==> src/rtl/cmd_decoder_pkg.sv <==
// +----------------------------------------------------------------------------+
// | cmd_decoder_pkg : shared framing bytes, channel count and FSM encoding     |
// | Rev 1.0                                                                    |
// +----------------------------------------------------------------------------+
`default_nettype none

package cmd_decoder_pkg;

  localparam logic [7:0] PREFIX   = 8'hA5;
  localparam logic [7:0] ADDR_AST = 8'h3C;
  localparam int         N_SRC    = 8;

  localparam int BYTE_W = 8;
  localparam int RAM_AW = 8;

  // Shared with the encoder so both debug views decode the same state value
  localparam logic [2:0] ST_IDLE     = 3'd0;
  localparam logic [2:0] ST_GET_ADDR = 3'd1;
  localparam logic [2:0] ST_GET_DEST = 3'd2;
  localparam logic [2:0] ST_GET_LEN  = 3'd3;
  localparam logic [2:0] ST_GET_DATA = 3'd4;
  localparam logic [2:0] ST_GET_CRC  = 3'd5;
  localparam logic [2:0] ST_DRAIN    = 3'd6;

  function automatic logic [7:0] crc_add(input logic [7:0] acc, input logic [7:0] b);
    return acc + b;
  endfunction

endpackage

`default_nettype wire

==> src/rtl/cmd_decoder_pkt.sv <==
// +----------------------------------------------------------------------------+
// | pkt_ram : 256x8 simple dual-port packet buffer, synchronous 1-cycle read   |
// | Rev 1.0                                                                    |
// +----------------------------------------------------------------------------+
`default_nettype none

module pkt_ram
  import cmd_decoder_pkg::*;
(
  input  logic              clk,
  input  logic              wr_en,
  input  logic [RAM_AW-1:0] wr_addr,
  input  logic [BYTE_W-1:0] wr_data,
  input  logic [RAM_AW-1:0] rd_addr,
  output logic [BYTE_W-1:0] rd_data
);

  logic [BYTE_W-1:0] mem_q [0:(1<<RAM_AW)-1];
  logic [BYTE_W-1:0] rd_data_q;

  // No reset: contents are only consumed after being written by a packet
  always_ff @(posedge clk) begin
    if (wr_en) begin
      mem_q[wr_addr] <= wr_data;
    end
    rd_data_q <= mem_q[rd_addr];
  end

  assign rd_data = rd_data_q;

endmodule

`default_nettype wire

==> src/rtl/cmd_decoder.sv <==
// +----------------------------------------------------------------------------+
// | cmd_decoder : framed command decoder, CRC check and per-destination drain  |
// | Optional inter-byte timeout enabled by macro CMD_DECODER_TIMEOUT_EN.       |
// | Rev 1.0                                                                    |
// +----------------------------------------------------------------------------+
`default_nettype none

module cmd_decoder
  import cmd_decoder_pkg::*;
#(
  parameter int N_DST       = 8,
  parameter int TIMEOUT_CYC = 1000
) (
  input  logic             clk,
  input  logic             n_rst,
  input  logic [7:0]       rx_data,
  input  logic             rx_valid,
  output logic             rx_ready,
  output logic [7:0]       dst_data,
  output logic [N_DST-1:0] dst_wrreq,
  input  logic [N_DST-1:0] dst_full,
  output logic             pkt_ok,
  output logic             crc_err,
  output logic             fmt_err
);

  localparam int               DST_W    = $clog2(N_DST);
  localparam logic [8:0]       N_DST_9  = 9'(N_DST);
  localparam logic [N_DST-1:0] ONE_HOT0 = N_DST'(1);

  if (N_DST < 2 || N_DST > 256 || TIMEOUT_CYC < 1) begin : g_param_check
    $error("cmd_decoder: N_DST or TIMEOUT_CYC out of range");
  end

  logic [2:0]       state_q,  state_d;
  logic [DST_W-1:0] dest_q,   dest_d;
  logic [7:0]       len_q,    len_d;
  logic [7:0]       wr_idx_q, wr_idx_d;
  logic [7:0]       rd_idx_q, rd_idx_d;
  logic [7:0]       crc_q,    crc_d;
  logic             pkt_ok_q, pkt_ok_d;
  logic             crc_err_q, crc_err_d;
  logic             fmt_err_q, fmt_err_d;

  logic       accept;
  logic       drain_fire;
  logic       ram_we;
  logic       tmo_hit;
  logic [7:0] ram_rdata;

  assign rx_ready   = (state_q != ST_DRAIN);
  assign accept     = rx_valid & rx_ready;
  assign drain_fire = (state_q == ST_DRAIN) & ~dst_full[dest_q];
  assign dst_wrreq  = drain_fire ? (ONE_HOT0 << dest_q) : '0;
  assign dst_data   = (state_q == ST_DRAIN) ? ram_rdata : 8'h00;
  assign pkt_ok     = pkt_ok_q;
  assign crc_err    = crc_err_q;
  assign fmt_err    = fmt_err_q;

`ifdef CMD_DECODER_TIMEOUT_EN
  localparam int TMO_W = $clog2(TIMEOUT_CYC + 1);

  logic [TMO_W-1:0] tmo_q, tmo_d;

  always_comb begin
    tmo_d   = '0;
    tmo_hit = 1'b0;
    if ((state_q != ST_IDLE) && (state_q != ST_DRAIN) && !accept) begin
      if (tmo_q == TMO_W'(TIMEOUT_CYC - 1)) begin
        tmo_hit = 1'b1;
      end else begin
        tmo_d = tmo_q + TMO_W'(1);
      end
    end
  end

  always_ff @(posedge clk or negedge n_rst) begin
    if (!n_rst) begin
      tmo_q <= '0;
    end else begin
      tmo_q <= tmo_d;
    end
  end
`else
  assign tmo_hit = 1'b0;
`endif

  always_comb begin
    state_d   = state_q;
    dest_d    = dest_q;
    len_d     = len_q;
    wr_idx_d  = wr_idx_q;
    rd_idx_d  = rd_idx_q;
    crc_d     = crc_q;
    pkt_ok_d  = 1'b0;
    crc_err_d = 1'b0;
    fmt_err_d = 1'b0;
    ram_we    = 1'b0;

    case (state_q)
      ST_IDLE: begin
        if (accept && rx_data == PREFIX) begin
          state_d = ST_GET_ADDR;
        end
      end
      ST_GET_ADDR: begin
        // A repeated PREFIX is treated as the start of a fresh frame
        if (accept) begin
          if (rx_data == ADDR_AST) begin
            state_d = ST_GET_DEST;
          end else if (rx_data != PREFIX) begin
            fmt_err_d = 1'b1;
            state_d   = ST_IDLE;
          end
        end
      end
      ST_GET_DEST: begin
        if (accept) begin
          if ({1'b0, rx_data} >= N_DST_9) begin
            fmt_err_d = 1'b1;
            state_d   = ST_IDLE;
          end else begin
            dest_d  = rx_data[DST_W-1:0];
            state_d = ST_GET_LEN;
          end
        end
      end
      ST_GET_LEN: begin
        if (accept) begin
          if (rx_data == 8'd0) begin
            fmt_err_d = 1'b1;
            state_d   = ST_IDLE;
          end else begin
            len_d    = rx_data;
            wr_idx_d = 8'd0;
            crc_d    = 8'd0;
            state_d  = ST_GET_DATA;
          end
        end
      end
      ST_GET_DATA: begin
        if (accept) begin
          ram_we = 1'b1;
          crc_d  = crc_add(crc_q, rx_data);
          if (wr_idx_q == len_q - 8'd1) begin
            state_d = ST_GET_CRC;
          end else begin
            wr_idx_d = wr_idx_q + 8'd1;
          end
        end
      end
      ST_GET_CRC: begin
        if (accept) begin
          if (rx_data == crc_q) begin
            pkt_ok_d = 1'b1;
            rd_idx_d = 8'd0;
            state_d  = ST_DRAIN;
          end else begin
            crc_err_d = 1'b1;
            state_d   = ST_IDLE;
          end
        end
      end
      ST_DRAIN: begin
        if (drain_fire) begin
          if (rd_idx_q == len_q - 8'd1) begin
            rd_idx_d = 8'd0;
            state_d  = ST_IDLE;
          end else begin
            rd_idx_d = rd_idx_q + 8'd1;
          end
        end
      end
      default: begin
        state_d = ST_IDLE;
      end
    endcase

    if (tmo_hit) begin
      fmt_err_d = 1'b1;
      state_d   = ST_IDLE;
    end
  end

  always_ff @(posedge clk or negedge n_rst) begin
    if (!n_rst) begin
      state_q   <= ST_IDLE;
      dest_q    <= '0;
      len_q     <= 8'd0;
      wr_idx_q  <= 8'd0;
      rd_idx_q  <= 8'd0;
      crc_q     <= 8'd0;
      pkt_ok_q  <= 1'b0;
      crc_err_q <= 1'b0;
      fmt_err_q <= 1'b0;
    end else begin
      state_q   <= state_d;
      dest_q    <= dest_d;
      len_q     <= len_d;
      wr_idx_q  <= wr_idx_d;
      rd_idx_q  <= rd_idx_d;
      crc_q     <= crc_d;
      pkt_ok_q  <= pkt_ok_d;
      crc_err_q <= crc_err_d;
      fmt_err_q <= fmt_err_d;
    end
  end

  // Read address tracks the next index so the byte is already on dst_data when DRAIN presents it
  pkt_ram u_pkt_ram (
    .clk     (clk),
    .wr_en   (ram_we),
    .wr_addr (wr_idx_q),
    .wr_data (rx_data),
    .rd_addr (rd_idx_d),
    .rd_data (ram_rdata)
  );

endmodule

`default_nettype wire

==> config.mk <==
export PLATFORM = sky130hd
export DESIGN_NAME = cmd_decoder
export DESIGN_NICKNAME = d
export VERILOG_FILES = /design/src/rtl/cmd_decoder_pkg.sv /design/src/rtl/cmd_decoder_pkt.sv /design/src/rtl/cmd_decoder.sv
export SDC_FILE = /design/constraint.sdc
export NUM_CORES = 2
export LEC_CHECK = 0
export ABC_AREA = 1
export CAP_MARGIN = 20
export CORE_MARGIN = 4
export CORE_UTILIZATION = 45
export DETAILED_ROUTE_END_ITERATION = 12
export GPL_ROUTABILITY_DRIVEN = 0
export PLACE_DENSITY = 0.64
export SLEW_MARGIN = 20
export SYNTH_ARGS = -nofsm -noshare
export SYNTH_HDL_FRONTEND = slang
export SYNTH_SLANG_ARGS = --single-unit
==> constraint.sdc <==
create_clock -name clk -period 2.7 [get_ports clk]
set_clock_uncertainty 0.1 [all_clocks]
set_input_delay 0.81 -clock clk [delete_from_list [all_inputs] [get_ports clk]]
set_output_delay 0.81 -clock clk [all_outputs]
set_load 0.02 [all_outputs]
==> summary.md <==
| Metric | Value |
|---|---|
| Status | finished, violations left |
| Failing checks | negative setup slack |
| Clock Pin Slew Worst Setup and Hold Paths | 0.07 ns |
| Syn_nets | 8623 |
| Min-delay src | rx_data[6] |
| Overall power | 104 mW |
| Hold slack | 0.309 ns |
| GR Util met1 | 35.4% |
| Commonest cells after routing, fill and taps aside | edfxtp_1 (2048), nand2_1 (1910), nand3_1 (1493) |
| Worst endpoint required time | 3.42 ns |
| Synthesized flop and latch total | 2097 |
| Crit. End Element | register |
| CP Launch Type | register |
| Final Util | 56.6% |
| Design area | 0.116 mm^2 |
| Die Ht | 462 um |
| Slew @ Worst Pin | 1.48 ns |
| Total Routing Usage GR | 26.4% |
| Post-synth EDFFs | 2048 |
| Crit Reg-Reg Startpoint | crc_q[0] |
| Crit path kind | reg -> reg |
| Root buf cell | clkbuf_16 |
| Area growth, synth to finish | 25.1% |
| PwrDens | 895 mW/mm^2 |
| Worst-path cell chain | ha_4, nor4_4, buf_4, nand4_1, buf_4, nor2_4, nand2_4, buf_6, nand2_4, buf_6, o21ai_4, buf_4, buf_12, buf_16, nand3_1, nand3_1, nand3_1, nand3_2, nand3_4, nand3_1, nand2_1 |
| Multi-input gate area | 0.0262 mm^2 |
| Final-stage net count | 9286 |
| DR DRC count | 0 |
| H-tree levels | 4 |
| Hold/Removal Path Class | in -> reg |
| I/O pins | 39 |
| Via density | 5.64 |
| Core area | 0.205 mm^2 |
| CP startpoint | crc_q[0] |
| GRT met2 Usage | 41.3% |
| # fillers | 16264 |
| M3 GR Usage | 4.94% |
| Remaining antenna violation count | 0 |
| Most used cell, CP | nand3_1 |
| Final WL | 295 mm |
| Area after DPL | 0.102 mm^2 |
| Sequential area share after synthesis | 67.7% |
| Num CTS Buffers | 209 |
| Largest net degree at the start of global routing | 153 |
| Layout cells sized above 1 | 20.1% |
| Initial antenna violation count | 7 |
| Die Area | 0.213 mm^2 |
| CP max-delay cell | dfrtp_1 |
| Total number of vias | 68355 |
| Max FO, Critical Path | 51 |
| Final number of max-transition violations | 0 |
| Count of different cell masters after synthesis | 41 |
| Chip width | 462 um |
| Reg area | 0.0627 mm^2 |
| Avg WL per Cell | 24.3 um |
| Average instance area after synthesis | 10.8 um^2 |
| Leakage power | 45.5 nW |
| RSZ-0062 raised after global routing | yes |
| GR Overflow Total | 0 |
| DR iter-0 viols | 9430 |
| Max cap viols | 0 |
| Fin crit share | 147% |
| Async SR Flop Fraction | 1.96% |
| Global-route wire length before repair | 419 mm |
| Clock tree buffer depth | 3 |
| Crit path arrival time | 4.70 ns |
| Vias in the first global route | 65087 |
| Commonest register cell after synthesis | edfxtp_1 |
| Fin crit period | 3.98 ns |
| CTS tree | built |
| DRT Pass-1 Iters | 6 |
| GRT Max-Usage Layer | met2 |
| Clk sinks | 2097 |
| Count of final setup violators | 118 |
| Initial core utilization | 45.2% |
| Final HPWL DP | 168 mm |
| IO buf count | 38 |
| Clock latency at the later pin of the worst-skew pair | 0.86 ns |
| F_max | 0.251 GHz |
| Fin. Hold Viols | 0 |
| Slowest stage delay, CP | 0.42 ns |
| FP Rows | 166 |
| Worst slew margin | 1.06% |
| Maximum VDD drop | 0.000658 V |
| Setup ws final | -1.28 ns |
| Syn. warnings | 0 |
| Commonest non-fill, non-tap cell in the layout | edfxtp_1 |
| Post-Syn Area | 0.0926 mm^2 |
| Cells after Synth | 8590 |
through the flow:
step                      instances  TNS [ns]  setup slack, ns
final                         12126    -21.32            -1.28
after global routing          12125    -24.85            -1.29
after CTS                     12045    -20.94            -1.20
after detailed placement      11524  -1537.92            -2.54
after global placement        11524  -1502.23            -2.65
after floorplan                8590    -30.87           -0.471
area by class of cell:
cell class	count	share of cell area [%]
tap	2688	2.90
timing repair buffer	985	10.7
clock inverter	147	1.12
inverter	1181	3.90
sequential	2097	54.1
antenna	2	0.00432
clock buffer	247	4.64
multi-input combinational	4779	22.6
registers in the layout, indices dropped and copies added (netlist names):
| signal | cells |
|---|---|
| dest_q | 3 |
| fmt_err | 1 |
| u_pkt_ram.mem_q | 2048 |
| crc_err | 1 |
| state_q | 3 |
| crc_q | 8 |
| pkt_ok | 1 |
| rd_idx_q | 8 |
| len_q | 8 |
| u_pkt_ram.rd_data | 8 |
| wr_idx_q | 8 |
synthesized netlist by cell type, types with 14 or more instances:
library cell	n	area share (%)
buf_6	28	0.34
nand3b_1	440	3.6
nor3_1	14	0.076
nand3_1	1809	9.8
o211ai_1	112	0.91
clkbuf_1	199	0.81
buf_2	211	1.1
inv_1	1170	4.7
edfxtp_1	2048	66
nand2_1	1951	7.9
nor2_1	341	1.4
o21ai_0	30	0.16
buf_4	73	0.59
dfrtp_1	41	1.1
buf_1	23	0.093
metal layers:
layer  part of all wire (%)  vias up  wire, um
met4                    5.3        4     15600
met5                 0.0092        -        27
li1                       -    30479         -
met2                     46     3884    135000
met3                     10      774     30100
met1                     39    33214    114000
critical path: cells and delay by family, from the launching register on:
kind	cells	cell delay (ns)
AO/OA/AOI/OAI	1	0.10
adder cells (fa/ha/maj)	1	0.24
buffers and inverters	7	1.27
flip-flops	1	0.42
AND/OR/NAND/NOR	12	1.74
report_power, final:
| group | internal (mW) | leakage (nW) | switching [mW] |
|---|---|---|---|
| Clock | 15.9 | 3.27 | 12.7 |
| Combinational | 14.8 | 23.3 | 23.9 |
| Sequential | 36.0 | 19.0 | 0.352 |
| Total | 66.7 | 45.5 | 37.0 |
cells by family after synthesis:
group	count (synthesis)	synth area share [%]
buffers and inverters	1715	7.76
adders and majority gates	14	0.197
AOI/OAI and AO/OA	169	1.26
and+or+nand+nor	4579	22.9
xor gates and xnor gates	16	0.160
DFF	2097	67.7
final timing paths:
kind	depth (start not counted)	end	slack (ns)
min in group asynchronous	3	crc_q[7]	0.37
min reg2reg	2	crc_q[5]	0.43
max reg2reg	21	u_pkt_ram.rd_data[5]	-1.28
max in group asynchronous	3	dest_q[1]	1.84
min	4	crc_q[7]	0.31
max	21	u_pkt_ram.rd_data[5]	-1.28
what timing repair did:
item	4_1_cts	5_1_grt
hold endpoints to repair	41	0
buffers inserted	82	50
pin swaps	83	125
hold buffers	1	0
endpoints found under the setup margin	117	1613
resized for setup	622	390
gates cloned	48	38
Note: power is estimated with default switching activity, not from simulation.
